## src/rtl/wb_arbiter.sv

```systemverilog
`default_nettype none
// ============================================================================
//  Module      : wb_arbiter
//  Description : Three-requester Wishbone arbiter (video / CPU / SPI bridge)
//                in front of a single slave. Video has absolute priority and
//                CPU/SPI share the remaining slots round-robin. One transfer
//                is outstanding at a time, and an ack timeout raises a
//                one-cycle error pulse to the owner.
//  Revision    : 1.0 - initial release
// ============================================================================
module wb_arbiter #(
    parameter int ADDR_WIDTH     = 20,
    parameter int DATA_WIDTH     = 8,
    parameter int TIMEOUT_CYCLES = 16
) (
    input  logic                      clock_i,
    input  logic                      reset_n_i,
    // requester side; bit 0 = video, 1 = CPU, 2 = SPI bridge
    input  logic [2:0]                m_cyc_i,
    input  logic [2:0]                m_stb_i,
    input  logic [2:0]                m_we_i,
    input  logic [3*ADDR_WIDTH-1:0]   m_addr_i,
    input  logic [3*DATA_WIDTH-1:0]   m_data_i,
    output logic [DATA_WIDTH-1:0]     m_data_o,
    output logic [2:0]                m_ack_o,
    output logic [2:0]                m_err_o,
    output logic [2:0]                m_stall_o,
    output logic [2:0]                grant_o,
    // slave side
    output logic                      s_cyc_o,
    output logic                      s_stb_o,
    output logic                      s_we_o,
    output logic [ADDR_WIDTH-1:0]     s_addr_o,
    output logic [DATA_WIDTH-1:0]     s_data_o,
    input  logic [DATA_WIDTH-1:0]     s_data_i,
    input  logic                      s_ack_i,
    input  logic                      s_stall_i
);

    localparam int CNT_W = (TIMEOUT_CYCLES > 2) ? $clog2(TIMEOUT_CYCLES) : 1;
    localparam logic [CNT_W-1:0] C_CNT_LAST = CNT_W'(TIMEOUT_CYCLES - 1);

    typedef enum logic [1:0] {
        S_IDLE     = 2'd0,
        S_OWN      = 2'd1,
        S_WAIT_ACK = 2'd2
    } state_t;

    // ------------------------------------------------------------------
    // Registers and their next-state values
    // ------------------------------------------------------------------
    state_t                  r_state;
    state_t                  w_state_nxt;
    logic [2:0]              r_grant;
    logic [2:0]              w_grant_nxt;
    logic                    r_rr_last;     // 1: SPI granted last, CPU preferred next
    logic                    w_rr_nxt;
    logic [CNT_W-1:0]        r_cnt;
    logic [CNT_W-1:0]        w_cnt_nxt;
    logic                    r_drop;        // one-cycle s_cyc_o gap after a timeout
    logic                    w_drop_nxt;
    logic [DATA_WIDTH-1:0]   r_rdata;

    // Owner-selected requester signals
    logic                    w_own_cyc;
    logic                    w_own_stb;
    logic                    w_own_we;
    logic [ADDR_WIDTH-1:0]   w_own_addr;
    logic [DATA_WIDTH-1:0]   w_own_data;

    logic [2:0]              w_winner;
    logic                    w_accept;
    logic                    w_ack;
    logic                    w_timeout;

    // Route the current owner's bus signals; grant is one-hot or zero
    always_comb begin
        w_own_cyc  = 1'b0;
        w_own_stb  = 1'b0;
        w_own_we   = 1'b0;
        w_own_addr = '0;
        w_own_data = '0;
        for (int i = 0; i < 3; i++) begin
            if (r_grant[i]) begin
                w_own_cyc  = m_cyc_i[i];
                w_own_stb  = m_stb_i[i];
                w_own_we   = m_we_i[i];
                w_own_addr = m_addr_i[i*ADDR_WIDTH +: ADDR_WIDTH];
                w_own_data = m_data_i[i*DATA_WIDTH +: DATA_WIDTH];
            end
        end
    end

    // Pick the next owner: video first, then CPU/SPI by round-robin bit
    always_comb begin
        w_winner = 3'b000;
        if (m_cyc_i[0]) begin
            w_winner = 3'b001;
        end else if (m_cyc_i[1] && m_cyc_i[2]) begin
            w_winner = r_rr_last ? 3'b010 : 3'b100;
        end else if (m_cyc_i[1]) begin
            w_winner = 3'b010;
        end else if (m_cyc_i[2]) begin
            w_winner = 3'b100;
        end
    end

    // Slave-side and requester-side handshake outputs
    always_comb begin
        s_cyc_o   = (r_state != S_IDLE) && w_own_cyc && !r_drop;
        s_stb_o   = (r_state == S_OWN) && w_own_cyc && w_own_stb && !r_drop;
        s_we_o    = w_own_we;
        s_addr_o  = w_own_addr;
        s_data_o  = w_own_data;
        grant_o   = r_grant;

        w_accept  = s_stb_o && !s_stall_i;
        // A dropped cyc aborts the transfer, so neither ack nor error is reported
        w_ack     = (r_state == S_WAIT_ACK) && w_own_cyc && s_ack_i;
        w_timeout = (r_state == S_WAIT_ACK) && w_own_cyc && !s_ack_i
                    && (r_cnt == C_CNT_LAST);

        m_ack_o   = w_ack     ? r_grant : 3'b000;
        m_err_o   = w_timeout ? r_grant : 3'b000;
        m_data_o  = w_ack     ? s_data_i : r_rdata;

        // Everyone stalls except an owner in OWN, who follows the slave stall
        m_stall_o = 3'b111;
        if ((r_state == S_OWN) && !r_drop) begin
            m_stall_o = ~r_grant | {3{s_stall_i}};
        end
    end

    // Next-state logic for ownership, round-robin and timeout counter
    always_comb begin
        w_state_nxt = r_state;
        w_grant_nxt = r_grant;
        w_rr_nxt    = r_rr_last;
        w_cnt_nxt   = r_cnt;
        w_drop_nxt  = 1'b0;
        case (r_state)
            S_IDLE: begin
                if (|m_cyc_i) begin
                    w_state_nxt = S_OWN;
                    w_grant_nxt = w_winner;
                    if (w_winner[1]) begin
                        w_rr_nxt = 1'b0;
                    end else if (w_winner[2]) begin
                        w_rr_nxt = 1'b1;
                    end
                end
            end
            S_OWN: begin
                if (!w_own_cyc) begin
                    w_state_nxt = S_IDLE;
                    w_grant_nxt = 3'b000;
                end else if (w_accept) begin
                    w_state_nxt = S_WAIT_ACK;
                    w_cnt_nxt   = '0;
                end
            end
            S_WAIT_ACK: begin
                if (!w_own_cyc) begin
                    w_state_nxt = S_IDLE;
                    w_grant_nxt = 3'b000;
                end else if (s_ack_i) begin
                    w_state_nxt = S_OWN;
                end else if (w_timeout) begin
                    w_state_nxt = S_OWN;
                    w_drop_nxt  = 1'b1;
                end else if (r_cnt != C_CNT_LAST) begin
                    w_cnt_nxt = r_cnt + 1'b1;
                end
            end
            default: begin
                w_state_nxt = S_IDLE;
                w_grant_nxt = 3'b000;
            end
        endcase
    end

    // State register with asynchronous reset
    always_ff @(posedge clock_i or negedge reset_n_i) begin
        if (!reset_n_i) begin
            r_state   <= S_IDLE;
            r_grant   <= 3'b000;
            r_rr_last <= 1'b1;
            r_cnt     <= '0;
            r_drop    <= 1'b0;
        end else begin
            r_state   <= w_state_nxt;
            r_grant   <= w_grant_nxt;
            r_rr_last <= w_rr_nxt;
            r_cnt     <= w_cnt_nxt;
            r_drop    <= w_drop_nxt;
        end
    end

    // Capture read data on ack so m_data_o holds it afterwards
    always_ff @(posedge clock_i or negedge reset_n_i) begin
        if (!reset_n_i) begin
            r_rdata <= '0;
        end else if (w_ack) begin
            r_rdata <= s_data_i;
        end
    end

endmodule
`default_nettype wire

```

## config.mk

```make
export PLATFORM = sky130hd
export DESIGN_NAME = wb_arbiter
export DESIGN_NICKNAME = d
export VERILOG_FILES = /design/src/rtl/wb_arbiter.sv
export SDC_FILE = /design/constraint.sdc
export NUM_CORES = 1
export LEC_CHECK = 0
export BUFFER_PORTS_ARGS = -buffer_cell sky130_fd_sc_hd__buf_2
export CAP_MARGIN = 0
export CORE_AREA = 4 4 84 63
export CTS_CLUSTER_DIAMETER = 200
export DETAILED_ROUTE_END_ITERATION = 8
export DIE_AREA = 0 0 88 67
export GPL_ROUTABILITY_DRIVEN = 0
export PLACE_DENSITY_LB_ADDON = 0.25
export RECOVER_POWER = 50
export SLEW_MARGIN = 5
export SYNTH_ARGS = -nofsm -noshare
export SYNTH_HDL_FRONTEND = slang
export SYNTH_SLANG_ARGS = --single-unit
```

## constraint.sdc

```tcl
create_clock -name clock_i -period 2.09 [get_ports clock_i]
set_clock_uncertainty 0.2 [all_clocks]
set_input_delay 0.209 -clock clock_i [delete_from_list [all_inputs] [get_ports clock_i]]
set_output_delay 0.209 -clock clock_i [all_outputs]
set_load 0.005 [all_outputs]
```

## Word level (Yosys, flattened, before mapping)

Index checks and enable logic that the tools add are counted.
Widths: inputs -> output; s select.

- Flip-flop bits (word level): 19
- Bits of input ports: 105
- Logic and storage cells: 95

- Add/subtract/negate cells: 1
- Eq/ne operators: 14
- Mux-type cells: 47
- Bitwise logic cells: 2
- Reduce and logical (&&, ||, !) cells: 25

Operators by type and width:

| cell | count |
|---|---|
| $mux 20 | 3 |
| $mux 8 | 4 |
| $mux 3 | 10 |
| $mux 4 | 6 |
| $mux 1 | 15 |
| $ne 2x2->1 const B | 7 |
| $logic_and 1x1->1 | 12 |
| $mux 2 | 6 |
| $ne 4x4->1 const B | 2 |
| $pmux 4 s2 | 1 |
| $reduce_and 7->1 | 1 |
| $pmux 2 s3 | 1 |
| $pmux 3 s2 | 1 |
| $reduce_and 3->1 | 2 |
| $reduce_bool 2->1 | 3 |
| $add 4x1->4 const B | 1 |
| $eq 4x4->1 const B | 1 |
| $logic_not 1->1 | 3 |
| $ne 3x3->1 const B | 1 |
| $not 3->3 | 1 |
| $or 3x3->3 | 1 |
| $reduce_or 3->1 | 1 |
| $eq 2x1->1 const B | 1 |
| $eq 2x2->1 const B | 1 |
| 4 further kinds | 4 |

## Longest topological paths before layout

- Depth in word-level cells: 10
- Depth in mapped cells: 7
- Depth with buffers taken out: 7

## Worst setup path after synthesis

Ideal clock, no wire load.

- Path type: reg-to-output
- Start: reg r_grant[1] (netlist: grant_o[1])
- End: out m_data_o[0]
- Arrival time: 1.513 ns
- Data required time: 1.681 ns
- Setup slack: 0.168 ns
- Cell stages (with the launch flop): 7
- Cell sequence: dfrtp_1 > buf_6 > nand3b_1 > a22oi_2 > nand3_1 > buf_2 > mux2_2

- Longest elaborated chain between the ends: 5

Ends and longest elaborated chain:

| element | RTL line | RTL |
|---|---|---|
| start, declared | 54 | `logic [2:0] r_grant;` |
| start signal, assigned | 192 | `r_grant <= w_grant_nxt;` |
| $mux 1 (2 in series) | 84 | `if (r_grant[i]) begin` |
| $logic_and 1x1->1 (2 in series) | 119 | `w_ack = (r_state == S_WAIT_ACK) && w_own_cyc && s_ack_i;` |
| $mux 8 | -- |  |
| end, declared | 24 | `output logic [DATA_WIDTH-1:0] m_data_o,` |

Every way passes these cells.

## Final worst setup path

- Start: reg r_grant[1] (netlist: grant_o[1])
- End: out m_err_o[2]

- Longest elaborated chain between the ends: 6

Ends and longest elaborated chain:

| element | RTL line | RTL |
|---|---|---|
| $mux 1 (2 in series) | 84 |  |
| $logic_and 1x1->1 (2 in series) | 120 | `w_timeout = (r_state == S_WAIT_ACK) && w_own_cyc && !s_ack_i` |
| $logic_and 1x1->1 | 121 | `&& (r_cnt == C_CNT_LAST);` |
| $mux 3 | 124 | `m_err_o = w_timeout ? r_grant : 3'b000;` |
| end, declared | 26 | `output logic [2:0] m_err_o,` |

Every way passes these cells.

==> flow_metrics.env <==
export IMPL_first_pass_iters=5
export IMPL_hpwlAfterDp_um=4880
export IMPL_numPortBuffers=155
export IMPL_instances_no_fill=438
export IMPL_postSynth_asyncResetShare_pct=100
export IMPL_drt_total_wl_um=6400
export IMPL_netlist_area_um2=1610
export IMPL_synth_common_cells="nand2_1, o21ai_0, a22oi_1, dfrtp_1, clkbuf_1"
export IMPL_syn_nets=321
export IMPL_ant_nets=0
export IMPL_antenna_cells=0
export IMPL_synth_edf_count=0
export IMPL_met1_usage_pct=25.2
export IMPL_coreArea_um2=4550
export IMPL_required_ns=1.68
export IMPL_synth_area_leaders="dfrtp_1, a22oi_1, o21ai_0, nand2_1, mux2_2"
export IMPL_seq_area_frac_synth_pct=29.6
export IMPL_worstReg2RegEnd="r_cnt[2]"
export IMPL_fin_tns_setup_ns=-0.740
export IMPL_initialDrtViolationCount=96
export IMPL_finalSetupViolCount=12
export IMPL_holdCritStartpoint="m_cyc_i[2]"
export IMPL_grt_pass1_vias=2047
export IMPL_grt_max_degree=56
export IMPL_ys_warnings_count=0
export IMPL_grt_pass1_wl_um=9480
export IMPL_hold_depth=3
export IMPL_clockBufferDepth=2
export IMPL_remaining_drc_errors=0
export IMPL_ys_ff_latch=19
export IMPL_hold_path_end="r_rr_last"
export IMPL_critPathLaunchType="flop"
export IMPL_max_stage_delay_ns=0.41
export IMPL_timing_final_crit_period_ns=2.18
export IMPL_yosysTopAreaCell="dfrtp_1"
export IMPL_p_per_area_nw_per_um2=873
export IMPL_reg2reg_depth=7
export IMPL_slowest_stage="dfrtp_1"
export IMPL_cts_htree_levels=1
export IMPL_avgSynthCellArea_um2=7.64
export IMPL_worst_pin_slew_ns=1.01
export IMPL_syn_inst=211
export IMPL_cp_arrival_ns=1.77
export IMPL_reg2reg_from="r_state[0]"
export IMPL_path_class="reg -> out"
export IMPL_dp_cells=420
export IMPL_regToRegSetupSlack_ns=0.10
export IMPL_die_w_um=88
export IMPL_die_area_um2=5900
export IMPL_grt_use_met2_pct=34.5
export IMPL_final_core_util_pct=60.5
export IMPL_slew_viol_final=0
export IMPL_crit_path_cell_trace="nand3b_1, a22oi_2, buf_4, nand2_4, nor4_1, buf_2"
export IMPL_finalHoldViolations=0
export IMPL_cts_root_buf="clkbuf_8"
export IMPL_ir_worst_vdd_v=0.000650
export IMPL_synth_cell_types=36
export IMPL_netlist_area_leader_share_pct=27.9
export IMPL_die_y_um=67
export IMPL_fin_crit_sh_pct=104
export IMPL_grt_antenna_before_repair=0
export IMPL_grt_overflow=0
export IMPL_clkSlewWorstSetupHoldPaths_ns=0.07
export IMPL_ios=156
export IMPL_areaGrowthSynthToFinish_pct=70.4
export IMPL_top_usage_layer="met2"
export IMPL_start_util_pct=35.5
export IMPL_p_leak_nw=1.43
export IMPL_dr_total_vias=2233
export IMPL_yosys_most_used_dff="dfrtp_1"
export IMPL_critical_path_peak_fanout=6
export IMPL_worstSetupEndpointType="output port"
export IMPL_drive_above_1_share_pct=51.4
export IMPL_gr_usage_met3_pct=4.70
export IMPL_hp_class="in -> reg"
export IMPL_clock_sinks=19
export IMPL_path_delay_family="simple AND/OR/NAND/NOR gates"
export IMPL_fmax_ghz=0.458
export IMPL_violations="negative setup slack"
export IMPL_numCtsBuffers=3
export IMPL_wl_per_cell_um=14.6
export IMPL_clock_latency_ns=0.26
export IMPL_maxCapViolCount=0
export IMPL_status="finished with violations"
export IMPL_grt_total_usage_pct=20.1
export IMPL_yosysMostFrequentCell="nand2_1"
export IMPL_cts_tree="done"
export IMPL_path_buf_inv=2
export IMPL_nets=492
export IMPL_rsz0062_at_grt="true"
export IMPL_slew_headroom_pct=32.5
export IMPL_fin_ws_ns=-0.0935
export IMPL_rows=21
export IMPL_via_per_inst=5.10
-- registers in the layout (all words and copies together) (netlist names) --
| name | cells |
|---|---|
| r_rdata | 8 |
| r_cnt | 4 |
| grant_o | 3 |
| r_state | 2 |
| r_drop | 1 |
| r_rr_last | 1 |
-- routing by layer --
| layer | up-vias | part of all wire (%) |
|---|---|---|
| met1 | 1019 | 41 |
| met3 | 10 | 8.5 |
| met4 | 0 | 1.5 |
| met2 | 84 | 49 |
| met5 | - | 0 |
| li1 | 1120 | - |
-- final cells by class --
class | count | area (um^2)
Sequential cell | 19 | 478
Clock buffer | 3 | 41.3
Tap cell | 57 | 71.3
Inverter | 10 | 37.5
Fill cell | 430 | 1800
Multi-Input combinational cell | 168 | 1100
Clock inverter | 1 | 7.51
Timing Repair Buffer | 180 | 1020
-- worst register-to-register path: cells and delay by family, from the launching register on --
family / cells / cell delay [ns]
buf+inv: 1 / 0.10
fa+ha+maj: 1 / 0.26
compound gates: 4 / 0.71
flops: 1 / 0.42
simple gates: 1 / 0.20
-- power breakdown --
part           internal (W)  switching (W)
registers          0.000468      0.0000641
logic              0.000757       0.000845
clock network      0.000134       0.000131
total               0.00136        0.00104
-- through the flow --
| stage | power [W] | setup WS [ns] | hold WS (ns) | cell area, um^2 |
|---|---|---|---|---|
| CTS | 0.00236 | -0.116 | 0.0340 | 2700 |
| global placement | 0.00200 | 0.101 | -0.0285 | 2490 |
| detailed placement | 0.00203 | 0.00270 | -0.0270 | 2490 |
| global route | 0.00264 | -0.227 | 0.0593 | 2750 |
| finish | 0.00240 | -0.0935 | 0.0462 | 2750 |
| floorplan | 0.00138 | 0.168 | -0.287 | 1610 |
-- what timing repair did --
action,4_1_cts,5_1_grt
cloned,1,0
pin swaps,3,2
endpoints found under the hold margin,28,0
setup buffers,2,0
hold buffers,11,0
resized for setup,5,19
setup endpoints to repair,15,31
-- cell usage in the layout, fill, tap and decap left out, types with 2 or more instances in the layout --
cell type,n
nor4_1,5
buf_6,3
dfrtp_1,17
mux2_2,7
buf_2,153
nor3_1,2
a22oi_1,27
nand3_1,6
inv_1,10
o21ai_0,29
clkbuf_8,3
nor2b_1,2
nor2_1,3
and3_1,2
ha_2,2
dlygate4sd3_1,11
nand3_4,2
ha_1,3
mux2_4,2
buf_4,11
o21ai_1,7
nand2_1,42
nor2_4,2
a21oi_1,5
-- cells by family after synthesis --
family	count (synthesis)	share of synthesized area (%)
compound gates	81	32.7
fa+ha+maj	5	3.88
buf+inv	25	6.90
flops	19	29.6
mux	10	7.14
simple gates	71	19.9
-- how the worst max path moves through the flow --
stage,depth (start not counted),startpoint,endpoint
after floorplan,6,grant_o[1],m_data_o[0]
after global placement,5,grant_o[1],m_data_o[7]
after detailed placement,5,grant_o[1],m_data_o[2]
after CTS,6,grant_o[1],m_data_o[7]
after global routing,6,grant_o[1],m_err_o[2]
final,6,grant_o[1],m_err_o[2]
Note: power is estimated with default switching activity, not from simulation.
